<file path="src/rtl/wall_datapath.sv">
// wall_datapath: wall position/gap, collision flag and an erase/paint pixel engine driving the VGA plotter (option macro: WALL_TRAIL_ERASE_EN).
// Latency: touched one cycle after wall_x qualifies; first pixel one cycle after an engine state is entered, then one pixel per cycle.
// Backpressure: none on the control side; step and redraw requests are latched and serviced whenever the engine is idle.
module wall_datapath #(
    parameter int         SCREEN_H = 120,
    parameter int         X_START  = 156,
    parameter int         X_END    = 0,
    parameter int         WALL_W   = 4,
    parameter int         GAP_H    = 24,
    parameter int         P_SIZE   = 4,
    parameter int         SPEED    = 1,
    parameter int         TICK_DIV = 833333,
    parameter logic [2:0] WALL_COL = 3'b111,
    parameter logic [2:0] BG_COL   = 3'b000
) (
    input  logic       clk,
    input  logic       reset,
    input  logic [3:0] current,
    input  logic [6:0] gap_y,
    input  logic [7:0] player_x,
    input  logic [6:0] player_y,
    output logic       touched,
    output logic [7:0] wall_x,
    output logic [7:0] x,
    output logic [6:0] y,
    output logic [2:0] colour,
    output logic       plot,
    output logic       busy
);
    // Control codes this block reacts to; STOP (7) and every other code mean "hold".
    localparam logic [3:0] ST_READY = 4'd5;
    localparam logic [3:0] ST_MOVE  = 4'd6;
    localparam logic [3:0] ST_DRAW  = 4'd8;

    localparam logic [1:0] E_IDLE  = 2'd0;
    localparam logic [1:0] E_ERASE = 2'd1;
    localparam logic [1:0] E_PAINT = 2'd2;

    localparam int         TICK_W  = (TICK_DIV > 1) ? $clog2(TICK_DIV) : 1;
    localparam logic [6:0] GAP_MAX = 7'(SCREEN_H - GAP_H);

    logic [7:0]        wall_x_q, old_x_q;
    logic [6:0]        gap_lat_q;
    logic              touched_q, step_pend_q;
    logic              dirty_q, dirty_d;
    logic [TICK_W-1:0] tick_q;
    logic [1:0]        eng_q, eng_d, step_state;
    logic [7:0]        col_q;
    logic [6:0]        row_q;
    logic [7:0]        x_q;
    logic [6:0]        y_q;
    logic [2:0]        colour_q;
    logic              plot_q;

    logic       is_ready, is_move, is_draw, eng_idle, tick_hit, step_go;
    logic [7:0] wall_step;
    logic [8:0] wx9, px9, py9, gl9;
    logic       overlap, in_gap, hit;
    logic [7:0] scan_base, scan_last;
    logic [2:0] pix_col;
    logic       gap_row, scan_end;

    assign is_ready = (current == ST_READY);
    assign is_move  = (current == ST_MOVE);
    assign is_draw  = (current == ST_DRAW);
    assign eng_idle = (eng_q == E_IDLE);
    assign tick_hit = (tick_q == TICK_W'(TICK_DIV - 1));
    assign step_go  = is_move && step_pend_q && !touched_q && eng_idle;

    // Saturating left step: never passes X_END, never wraps below zero.
    assign wall_step = ({1'b0, wall_x_q} >= 9'(X_END + SPEED)) ? (wall_x_q - 8'(SPEED)) : 8'(X_END);

`ifdef WALL_TRAIL_ERASE_EN
    // Nothing vacated when the wall is pinned at X_END, so go straight to painting.
    assign step_state = (wall_step == wall_x_q) ? E_PAINT : E_ERASE;
`else
    assign step_state = E_ERASE;
`endif

    // Collision test in 9 bits so wall_x+WALL_W-1 and player_x+P_SIZE-1 cannot wrap.
    assign wx9     = {1'b0, wall_x_q};
    assign px9     = {1'b0, player_x};
    assign py9     = {2'b00, player_y};
    assign gl9     = {2'b00, gap_lat_q};
    assign overlap = (wx9 <= px9 + 9'(P_SIZE - 1)) && (px9 <= wx9 + 9'(WALL_W - 1));
    assign in_gap  = (py9 >= gl9) && (py9 + 9'(P_SIZE) <= gl9 + 9'(GAP_H));
    assign hit     = (wall_x_q == 8'(X_END)) || (overlap && !in_gap);

    assign gap_row = ({1'b0, row_q} >= {1'b0, gap_lat_q}) &&
                     ({1'b0, row_q} <  {1'b0, gap_lat_q} + 8'(GAP_H));

    // Scan window and pixel colour for the current engine pass.
    always_comb begin
        scan_base = wall_x_q;
        scan_last = 8'(WALL_W - 1);
        pix_col   = gap_row ? BG_COL : WALL_COL;
        if (eng_q == E_ERASE) begin
`ifdef WALL_TRAIL_ERASE_EN
            scan_base = wall_x_q + 8'(WALL_W);
            scan_last = old_x_q - wall_x_q - 8'd1;
`else
            scan_base = old_x_q;
`endif
            pix_col   = BG_COL;
        end
    end

    assign scan_end = (col_q == scan_last) && (row_q == 7'(SCREEN_H - 1));

    // Engine sequencing; a step beats a redraw and absorbs it, DRAW while busy is remembered in dirty.
    always_comb begin
        eng_d   = eng_q;
        dirty_d = dirty_q;
        case (eng_q)
            E_IDLE: begin
                if (step_go) begin
                    eng_d   = step_state;
                    dirty_d = 1'b0;
                end else if (dirty_q || is_draw) begin
                    eng_d   = E_PAINT;
                    dirty_d = 1'b0;
                end
            end
            E_ERASE: begin
                if (scan_end) eng_d = E_PAINT;
                if (is_draw) dirty_d = 1'b1;
            end
            E_PAINT: begin
                if (scan_end) begin
                    if (dirty_q) dirty_d = 1'b0;
                    else         eng_d   = E_IDLE;
                end
                if (is_draw) dirty_d = 1'b1;
            end
            default: eng_d = E_IDLE;
        endcase
    end

    // Move tick, pending step, wall position and latched gap.
    always_ff @(posedge clk) begin
        if (reset) begin
            tick_q      <= '0;
            step_pend_q <= 1'b0;
            wall_x_q    <= 8'(X_START);
            old_x_q     <= 8'(X_START);
            gap_lat_q   <= '0;
        end else begin
            tick_q <= tick_hit ? '0 : tick_q + 1'b1;
            if (is_ready) begin
                step_pend_q <= 1'b0;
                wall_x_q    <= 8'(X_START);
                gap_lat_q   <= (gap_y > GAP_MAX) ? GAP_MAX : gap_y;
            end else begin
                if (tick_hit)     step_pend_q <= 1'b1;
                else if (step_go) step_pend_q <= 1'b0;
                if (step_go) begin
                    old_x_q  <= wall_x_q;
                    wall_x_q <= wall_step;
                end
            end
        end
    end

    // Sticky collision flag, cleared only by READY.
    always_ff @(posedge clk) begin
        if (reset)         touched_q <= 1'b0;
        else if (is_ready) touched_q <= 1'b0;
        else if (hit)      touched_q <= 1'b1;
    end

    // Engine state, dirty flag and scan counters (column fastest, then row).
    always_ff @(posedge clk) begin
        if (reset) begin
            eng_q   <= E_IDLE;
            dirty_q <= 1'b0;
            col_q   <= '0;
            row_q   <= '0;
        end else begin
            eng_q   <= eng_d;
            dirty_q <= dirty_d;
            if (eng_idle) begin
                col_q <= '0;
                row_q <= '0;
            end else if (col_q == scan_last) begin
                col_q <= '0;
                row_q <= (row_q == 7'(SCREEN_H - 1)) ? '0 : row_q + 7'd1;
            end else begin
                col_q <= col_q + 8'd1;
            end
        end
    end

    // Registered plot port: one pixel per active engine cycle.
    always_ff @(posedge clk) begin
        if (reset) begin
            x_q      <= '0;
            y_q      <= '0;
            colour_q <= '0;
            plot_q   <= 1'b0;
        end else begin
            plot_q <= !eng_idle;
            if (!eng_idle) begin
                x_q      <= scan_base + col_q;
                y_q      <= row_q;
                colour_q <= pix_col;
            end
        end
    end

    assign touched = touched_q;
    assign wall_x  = wall_x_q;
    assign x       = x_q;
    assign y       = y_q;
    assign colour  = colour_q;
    assign plot    = plot_q;
    assign busy    = !eng_idle;

endmodule

</file>
<file path="config.mk">
export PLATFORM = sky130hd
export DESIGN_NAME = wall_datapath
export DESIGN_NICKNAME = d
export VERILOG_FILES = /design/src/rtl/wall_datapath.sv
export SDC_FILE = /design/constraint.sdc
export NUM_CORES = 1
export LEC_CHECK = 0
export CAP_MARGIN = 20
export CORE_MARGIN = 1
export CORE_UTILIZATION = 40
export DETAILED_ROUTE_END_ITERATION = 10
export PLACE_DENSITY = 0.64
export SLEW_MARGIN = 10
export SYNTH_ARGS = -nofsm -noshare
export SYNTH_HDL_FRONTEND = slang
export SYNTH_SLANG_ARGS = --single-unit
export TNS_END_PERCENT = 10
</file>
<file path="constraint.sdc">
create_clock -name clk -period 3 [get_ports clk]
set_input_delay 0.6 -clock clk [delete_from_list [all_inputs] [get_ports clk]]
set_output_delay 0.6 -clock clk [all_outputs]
set_load 0.01 [all_outputs]
</file>
==> flow_metrics.tcl, run 1 <==
set metrics [dict create \
    min_to "x[2]" \
    wl_per_cell_microns 14.6 \
    min_path_type "reg -> reg" \
    postCtsSetupBuffers 0 \
    fin_hold_ws_ns 0.462 \
    seq_area_frac_synth 0.327 \
    drt-initial-drc-count 278 \
    dp_hpwl_microns 8790 \
    cts_made_buffers 9 \
    finalSetupViolCount 0 \
    wl_met1_microns 5460 \
    worstHoldStart "x[2]" \
    crit_path_max_fanout 10 \
    num_io_pins 57 \
    dr_total_vias 4247 \
    gp_congestion 0.888 \
    clock_latency_ns 0.34 \
    wl_met3_microns 474 \
    wl_met2_microns 5440 \
    diodes 0 \
    startpoint_type "flip-flop" \
    drc_errors 0 \
    avgViaCountPerCell 5.34 \
    synth-edff-count 0 \
    grt_pass1_vias 4154 \
    cts_tree "done" \
    setup_tns_ns 0 \
    period_share 0.910 \
    grt_start_max_net_pins 25 \
    grt_pass1_wl_microns 19600 \
    portBuffers 56 \
    placed_cells 779 \
    grt_setup_unrepaired "no" \
    synth_cell_types 58 \
    placed_cell_area_sq_mm 0.00569 \
    synth_seq_cells 80 \
    final_cell_mix "80 x dfxtp_1, 78 x nor2_1, 59 x ha_1, 56 x clkdlybuf4s50_1, 51 x nand2_1" \
    start_util 0.410 \
    antenna_left 0 \
    fin_nets 731 \
    utilization 0.502 \
    die_area_sq_mm 0.0127 \
    cts-root-buf "clkbuf_16" \
    cts_max_path_buffers 2 \
    chipHeight_microns 113 \
    syn_inst 578 \
    final_area_sq_mm 0.00600 \
    ys_warn_count 0 \
    drt-total-wl_microns 11600 \
    fp-row-count 40 \
    syn_area_per_cell_sq_um 8.48 \
    final_common_cell "dfxtp_1" \
    antenna_found_initial 0 \
    postLayoutSetupSlackWorst_ns 0.271 \
    outcome "complete, no violations" \
    slew_headroom 0.595 \
    power.density_mw_per_mm2 431 \
    hold_depth 2 \
    ys_async_sr_fraction 0 \
    fillCellCount 1142 \
    totalPowerFinal_mw 2.59 \
    r2r-start "eng_q[1]" \
    cts_hold_buf 0 \
    fin_crit_ns 2.73 \
    grtUsageTotal 0.192 \
    fin_cells 795 \
    syn2layout_area_growth_pct 22.4 \
    reg2reg_to "x[7]" \
    synth_area_sq_mm 0.00490 \
    report.final.hold_viol_count 0 \
    syn_nets 666 \
    die_x_microns 113 \
    skew_ns 0.00799 \
    core_area_sq_mm 0.0120 \
    drive_gt1_frac 0.0648 \
    pre_cts_ws_ns 0.105 \
    overflow 0 \
    htreeDepth 3 \
    final-max-slew-violation-count 0 \
    worstPathArrival_ns 2.92 \
    crit_path_end_kind "flip-flop" \
    p_leak_nw 2.41 \
    worstRegToRegCells 9 \
    dr.pass1.iters 4 \
    timing.setup.critical_path_class "reg -> reg" \
    critical_path_required_ns 3.19 \
    cts_resized 0 \
    drv_cap 0 \
    top_layer "met4" \
    path_clk_slew_ns 0.06 \
    fmax_mhz 366 \
    synth_ff_type "dfxtp_1" \
    ir_worst_vdd_mv 0.239 \
    tightest_slew_ns 0.602 \
    clkSinkCount 80 \
    reg2reg_slack_ns 0.27 \
]
-- report_power, final --
group	total, mW	leakage, nW	switching, mW	internal, mW
registers	1.10	0.646	0.0185	1.08
clock network	1.16	0.150	0.435	0.729
logic	0.321	1.62	0.166	0.155
total	2.59	2.41	0.620	1.97
-- sequential cells by signal (all words and copies together), names as in the netlist, 2 cells and up --
name,count
old_x_q,8
eng_q,2
gap_lat_q,7
y,7
x,8
col_q,8
wall_x,8
tick_q,20
row_q,7
-- cell type report --
cell class                      instances  area, sq um  share of cell area
Timing Repair Buffer                   71          673               0.112
Clock buffer                           11          233              0.0388
Multi-Input combinational cell        457         3140               0.523
Inverter                               24         90.1              0.0150
Tap cell                              147          184              0.0307
Sequential cell                        80         1600               0.267
Clock inverter                          5         81.3              0.0136
-- worst max-delay path by stage --
stage / from / slack (ns) / to
floorplan: eng_q[1] / 0.38 / x[7]
global placement: player_x[0] / 0.15 / touched
detailed placement: player_x[0] / 0.11 / touched
CTS: eng_q[1] / 0.23 / x[7]
global route: eng_q[1] / 0.02 / x[6]
finish: eng_q[1] / 0.27 / x[7]
-- cell families (layout without fill, tap and decap cells) --
| family | Yosys count | after routing | synth area share |
|---|---|---|---|
| compound gates | 92 | 92 | 0.120 |
| xor+xnor | 54 | 54 | 0.0965 |
| fa+ha+maj | 60 | 60 | 0.155 |
| buf+inv | 41 | 111 | 0.0329 |
| flops | 80 | 80 | 0.327 |
| mux | 17 | 17 | 0.0360 |
| simple gates | 234 | 234 | 0.233 |
-- cell usage after synthesis, types with 8 or more instances --
library cell / instances / area share
nand2b_1: 10 / 0.013
o21ai_0: 21 / 0.021
or3_1: 8 / 0.010
nand4_1: 11 / 0.014
nor3_1: 9 / 0.0092
a21oi_1: 31 / 0.032
clkbuf_1: 12 / 0.0092
nor2_1: 78 / 0.060
nand3_1: 32 / 0.033
dfxtp_1: 80 / 0.33
xnor2_1: 19 / 0.034
nand2_1: 51 / 0.039
inv_1: 23 / 0.018
mux2i_1: 12 / 0.025
ha_1: 59 / 0.15
xor2_1: 35 / 0.063
-- worst max-delay path: stages, from the launching register on --
cell,delay [ns]
dfxtp_1,0.36
inv_1,0.10
ha_1,0.31
o21ai_0,0.42
ha_1,0.32
a21oi_1,0.13
nor2b_1,0.07
o31a_1,0.25
o41ai_1,0.41
o221ai_1,0.21
-- layer usage --
layer  GRT usage  up-vias
li1            -     2165
met1       0.246     1972
met2       0.323       88
met3      0.0364       22
met4      0.0684        0
met5           0        -
Power figures use the tool's default switching activity.
==> run 2, diff against run 1 <==
Settings changed: GPL_ROUTABILITY_DRIVEN set to 0.
==> results of run 2 <==
Same layout as run 1: the final DEF is identical, and so are final timing and power.
